File: config.mk
export PLATFORM = sky130hd
export DESIGN_NAME = loop_accum_sequencer
export DESIGN_NICKNAME = d
export VERILOG_FILES = /design/src/rtl/loop_accum_sequencer.sv
export SDC_FILE = /design/constraint.sdc
export NUM_CORES = 1
export LEC_CHECK = 0
export BUFFER_PORTS_ARGS = -buffer_cell sky130_fd_sc_hd__buf_4
export CORE_ASPECT_RATIO = 0.75
export CORE_MARGIN = 2
export CORE_UTILIZATION = 30
export DETAILED_ROUTE_END_ITERATION = 10
export PLACE_DENSITY = 0.55
export SYNTH_ARGS = -nofsm -noshare
export SYNTH_HDL_FRONTEND = slang
export SYNTH_SLANG_ARGS = --single-unit
File: constraint.sdc
create_clock -name clk -period 4.3 [get_ports clk]
set_clock_uncertainty 0.1 [all_clocks]
set_input_delay 0.43 -clock clk [delete_from_list [all_inputs] [get_ports clk]]
set_output_delay 0.43 -clock clk [all_outputs]
set_load 0.02 [all_outputs]
File: src/rtl/loop_accum_sequencer.sv
// ============================================================================
// Module  : loop_accum_sequencer
// Purpose : Counted-loop power-of-two accumulator with a valid/ready command
//           port and a valid/ready result port. The first loop iteration
//           clears the accumulator, later ones add 2**idx, then one doubling.
// Config  : LOOP_ACCUM_SAT_EN - saturating add/double instead of wrap-around
// Revision: 1.0 - initial release
// ============================================================================
`default_nettype none

module loop_accum_sequencer #(
    parameter int W  = 16,
    parameter int IW = 5
) (
    input  logic          clk,
    input  logic          rst_n,
    input  logic          start_valid,
    output logic          start_ready,
    input  logic [IW-1:0] lo,
    input  logic [IW-1:0] hi,
    output logic          res_valid,
    input  logic          res_ready,
    output logic [W-1:0]  res,
    output logic          busy,
    output logic [IW-1:0] idx_o
);

    typedef enum logic [1:0] {
        S_IDLE  = 2'd0,
        S_LOOP  = 2'd1,
        S_SCALE = 2'd2,
        S_DONE  = 2'd3
    } state_t;

    state_t        state_q, state_d;
    logic [W-1:0]  acc_q, acc_d;
    logic [W-1:0]  res_q, res_d;
    logic [IW-1:0] idx_q, idx_d;
    logic [IW-1:0] lo_q, lo_d;
    logic [IW-1:0] hi_q, hi_d;

    logic [W-1:0]  term;
    logic [W-1:0]  add_val;
    logic [W-1:0]  dbl_val;

    // Indices at or above the accumulator width contribute nothing.
    always_comb begin
        term = '0;
        if (int'(idx_q) < W) begin
            term = {{(W-1){1'b0}}, 1'b1} << idx_q;
        end
    end

`ifdef LOOP_ACCUM_SAT_EN
    logic [W:0] sum;

    always_comb begin
        sum     = {1'b0, acc_q} + {1'b0, term};
        add_val = sum[W] ? {W{1'b1}} : sum[W-1:0];
        dbl_val = acc_q[W-1] ? {W{1'b1}} : {acc_q[W-2:0], 1'b0};
    end
`else
    always_comb begin
        add_val = acc_q + term;
        dbl_val = {acc_q[W-2:0], 1'b0};
    end
`endif

    always_comb begin
        state_d     = state_q;
        acc_d       = acc_q;
        res_d       = res_q;
        idx_d       = idx_q;
        lo_d        = lo_q;
        hi_d        = hi_q;
        start_ready = 1'b0;
        res_valid   = 1'b0;

        case (state_q)
            S_IDLE: begin
                start_ready = 1'b1;
                if (start_valid) begin
                    lo_d  = lo;
                    hi_d  = hi;
                    idx_d = lo;
                    if (lo < hi) begin
                        state_d = S_LOOP;
                    end else begin
                        acc_d   = '0;
                        state_d = S_SCALE;
                    end
                end
            end
            S_LOOP: begin
                acc_d = (idx_q == lo_q) ? '0 : add_val;
                // hi_q > idx_q here, so the increment cannot wrap.
                idx_d = idx_q + 1'b1;
                if (idx_q == hi_q - 1'b1) begin
                    state_d = S_SCALE;
                end
            end
            S_SCALE: begin
                acc_d   = dbl_val;
                res_d   = dbl_val;
                state_d = S_DONE;
            end
            S_DONE: begin
                res_valid = 1'b1;
                if (res_ready) begin
                    state_d = S_IDLE;
                end
            end
            default: begin
                state_d = S_IDLE;
            end
        endcase
    end

    always_ff @(posedge clk or negedge rst_n) begin
        if (!rst_n) begin
            state_q <= S_IDLE;
            acc_q   <= '0;
            res_q   <= '0;
            idx_q   <= '0;
            lo_q    <= '0;
            hi_q    <= '0;
        end else begin
            state_q <= state_d;
            acc_q   <= acc_d;
            res_q   <= res_d;
            idx_q   <= idx_d;
            lo_q    <= lo_d;
            hi_q    <= hi_d;
        end
    end

    assign res   = res_q;
    assign busy  = (state_q != S_IDLE);
    assign idx_o = idx_q;

endmodule

`default_nettype wire

### Word-level counts from Yosys, hierarchy flattened

Index checks and enable logic that the tools add are counted.

* input bits: 14
* bits in registers: 48
* logic and storage cells: 43
* output and inout port bits: 24

* order comparisons: 2
* reduce and logical (&&, ||, !) cells: 8
* $add $sub $neg: 3
* shift-type cells: 1
* equality and inequality tests: 9
* multiplexer cells: 14

Operators by type and width (count)
* 16-bit two-way mux: 4
* 16-bit case mux with 3 select lines: 1
* 16-bit adder: 1
* 1-bit by 5-bit left shift with 16-bit output (first input constant): 1
* 5-bit equality test: 2
* 5-bit case mux with 2 select lines: 1
* 2-bit two-way mux: 4
* 2-bit inequality test (second input constant): 4
* 2-bit case mux with 4 select lines: 1
* 3-bit AND reduction: 2
* 5-bit by 1-bit adder with 5-bit output (second input constant): 1
* 5-bit less-than comparator: 1
* 5-bit less-than comparator (second input constant): 1
* 5-bit two-way mux: 1
* 5-bit by 1-bit subtractor with 5-bit output (second input constant): 1
* 2-bit equality test (second input constant): 2
* 2-bit AND reduction: 2
* 2-bit nonzero test: 2
* 3-bit nonzero test: 1
* 2-bit by 1-bit equality test with 1-bit output (second input constant): 1
* 2-bit zero test: 1
* 1-bit two-way mux: 2

### Longest topological paths before layout

* depth in word-level cells: 5
* gate-level depth with buffers: 13
* depth with buffers taken out: 13

### Worst setup path after synthesis

OpenSTA, ideal clock, no wires.

* kind: register -> register
* from: register idx_q[0] (netlist: idx_o[0])
* to: register acc_q[14]
* path buffers: 0
* stages on the path, launching flop included: 14
* setup slack: 1480 ps
* arrival: 2594 ps
* clock period less this slack: 2820 ps
* required time: 4074 ps
* path through: dfrtp_1 inv_1 ha_1 nand2b_1 nor3_1 ha_1 inv_1 fa_1 nor2b_1 o2111ai_1 a21oi_1 o41ai_1 a311oi_1 nand2b_1

* longest elaborated chain between the ends: 5

Ends and longest elaborated chain
* start, declared: line 38 `logic [IW-1:0] idx_q, idx_d;`
* start signal, assigned: line 131 `idx_q <= idx_d;`
* 5-bit less-than comparator / 1-bit by 5-bit left shift with 16-bit output (equally long branches): line 49, 50
* 16-bit two-way mux: line 49 `if (int'(idx_q) < W) begin`
* 16-bit adder: line 64 `add_val = acc_q + term;`
* 16-bit two-way mux (*): line 95 `acc_d = (idx_q == lo_q) ? '0 : add_val;`
* 16-bit case mux with 3 select lines (*): line 79 `case (state_q)`
* end signal, assigned: line 122 `acc_q <= '0;`
* end signal, assigned: line 129 `acc_q <= acc_d;`
* end, declared: line 36 `logic [W-1:0] acc_q, acc_d;`

Every way passes the cells marked *; elsewhere a longest branch is shown, timed or not.
A chain may end at the register's enable or synchronous reset.

### Worst setup path after layout

Ends and elaborated chain as after synthesis.

==> reports/metrics.cfg <==
[timing]
period_needed_ns = 3.170
finalMaxSlewViolations = 0
hold_viol_final = 0
worst_pin_slew_ns = 1.081
fin_setup_tns_ns = 0
finalCritPeriodShare = 0.7373
rsz0062_at_grt = no
finalSetupViolations = 0
fmax_mhz = 315.4
relSlewSlack = 0.2792
holdWs_ns = 0.06221

[cells_and_area]
drive_gt1_frac = 0.1567
num_antenna_cells = 0
register_area_sq_um = 1176
multiInputGateArea_sq_um = 1921
area_growth_pct = 15.74
nFillCells = 1053
finalNetCount = 427

[detailed_routing]
drt_iter0_drc = 150
wirelength_mm = 7.779
num_vias = 2633
drcViolationCount = 0
ant_nets = 0
wire_per_inst_microns = 14.99
first_pass_iters = 5
vias_per_cell = 5.073

[synth]
yosysUniqueCellTypes = 51
synth_edf_count = 0
synth_warnings = 0
yosysSeqAreaShare = 0.3608
syn_area_per_cell_sq_um = 9.207
syn_nets = 399
syn_inst = 354
syn_area_sq_um = 3259
synth-seq-cells = 47
async_flop_share = 1.000
ys.flop_type = dfrtp_1

[grt]
grt_usage = 0.1395
gr-total-overflow = 0
grt_use_met2 = 0.1967
grtUsageMet3 = 0.02961
grt_max_degree = 48
grt_pass1_wl_mm = 13.13
top_usage_layer = met1
met1_usage = 0.2084
antenna_found_initial = 0
grt_pass1_vias = 2539

[clocking]
cts.path.max_buffers = 2
post_cts_buffers = 0
cts.sinks = 47
htreeDepth = 2
cts-resized-gates = 0
path_clk_slew_ns = 0.07
ctsHoldBuffers = 0
numCtsBuffers = 5
clk_latency_ns = 0.29
cts_tree = built
cts_root_buffer = clkbuf_16

[pwr]
total_power_uw = 2156
powerDensity_nw_per_um2 = 571.5
ir_drop_v = 0.0003914
power_leakage_uw = 0.001708

[floorplan]
die_h_microns = 94.27
placementRows = 32
dieArea_sq_um = 11720
fp.dieW_microns = 124.4
fp.coreArea_sq_um = 10450
ios = 38
initial_utilization = 0.3119

[setup_path]
critPathCaptureType = register
cp-start-kind = register
crit_path_max_fanout = 6
reg2reg_slack_ns = 1.13
worstRegToRegCells = 13
critical_path_required_ns = 4.38
regToRegEndpoint = acc_q[14]$_DFFE_PN0P_
critPathArrivalTime_ns = 3.25
criticalPathCategory = reg2reg
r2r-start = idx_o[0]$_DFFE_PN0P_

[min_path]
hold_class = in2async

[run]
max_cap_viol_count = 0

[placed_design]
gp_congestion = 0.8519
portBuffers = 36
dp_hpwl_mm = 5.808

[status]
outcome = completed

-- state kept, by name (all words and copies together) (netlist names) --
signal	flops
acc_q	15
res	15
hi_q	5
idx_o	5
lo_q	5
state_q	2
-- metrics by stage --
stage	area, sq um	instances	utilization	setup WS [ns]
after detailed placement	3635	511	0.3478	1.182
after global routing	3772	519	0.3610	0.8645
final	3772	519	0.3610	1.130
after global placement	3635	511	0.3478	1.324
after floorplan	3259	354	-	1.480
after CTS	3772	519	0.3610	1.149
-- synthesized netlist by cell type (6+ instances only) --
cell       n  area, sq um
nand3_1   11        55.05
nor3_1    10        50.05
xor2_1     8        70.07
nor2_1    23        86.33
dfrtp_1   47         1176
clkbuf_1  12        45.04
nand2_1   28        105.1
nand2b_1   9        56.30
xnor2_1   14        122.6
a21oi_1   15        75.07
o21ai_0   17        85.08
mux2_2    10        112.6
o21ai_1   16        80.08
a22o_1     6        52.55
a32oi_1    7        61.31
inv_1     25        93.84
ha_1      30        375.4
-- critical path: stages, from the launching register on --
cell	delay, ns
dfrtp_1	0.46
inv_1	0.16
ha_1	0.19
nand2b_1	0.08
nor3_1	0.14
ha_1	0.20
inv_1	0.06
fa_1	0.39
nor2b_1	0.17
o2111ai_1	0.17
a21oi_1	0.41
o41ai_1	0.16
a311oi_1	0.29
nand2b_1	0.08
-- per-layer routing --
layer / up-vias / share of wire
met1: 1254 / 0.54
met5: - / 0
met4: 0 / 0.014
met2: 44 / 0.40
li1: 1326 / -
met3: 9 / 0.043
-- cell usage in the layout, fill, tap and decap left out, drive strengths merged, types with 12 or more instances in the layout --
cell / instances
a21oi: 15
buf: 36
dfrtp: 47
ha: 30
inv: 26
mux2: 15
nand2: 28
nand3: 12
nor2: 23
o21ai: 33
xnor2: 14
-- power by group --
part	total, uW	leakage, uW	internal, uW	switching [uW]
combinational	1060	0.00102	419	642
sequential	711	0.000617	555	156
clock	384	0.0000679	215	168
total	2160	0.00171	1190	966
-- layout make-up --
type | instances | share of cell area
flip-flops and latches | 47 | 0.3118
multi-input cells | 266 | 0.5091
well taps | 136 | 0.04511
clock inverters | 1 | 0.001327
repair buffers | 36 | 0.07164
inverters | 26 | 0.02587
clock buffers | 7 | 0.03516
-- worst max-delay path by stage --
stage	slack, ns	cells after the start	endpoint	startpoint
after floorplan	1.48	13	acc_q[14]$_DFFE_PN0P_	idx_o[0]$_DFFE_PN0P_
after global placement	1.32	13	acc_q[14]$_DFFE_PN0P_	idx_o[0]$_DFFE_PN0P_
after detailed placement	1.18	13	acc_q[14]$_DFFE_PN0P_	idx_o[0]$_DFFE_PN0P_
after CTS	1.15	13	acc_q[14]$_DFFE_PN0P_	idx_o[0]$_DFFE_PN0P_
after global routing	0.86	13	acc_q[14]$_DFFE_PN0P_	idx_o[0]$_DFFE_PN0P_
final	1.13	13	acc_q[14]$_DFFE_PN0P_	idx_o[0]$_DFFE_PN0P_
-- cells by family (layout without fill, tap and decap cells) --
logic type               Yosys count  in the layout  share of synthesized area
adder cells (fa/ha/maj)           31             31                     0.1213
flip-flops                        47             47                     0.3608
AND/OR/NAND/NOR                  102            102                     0.1582
AO/OA/AOI/OAI                     93             93                     0.1916
other                              1              1                   0.001151
XOR/XNOR                          22             22                    0.05912
multiplexers                      17             17                    0.05797
buffers and inverters             41             70                    0.04990
Power figures use the tool's default switching activity.
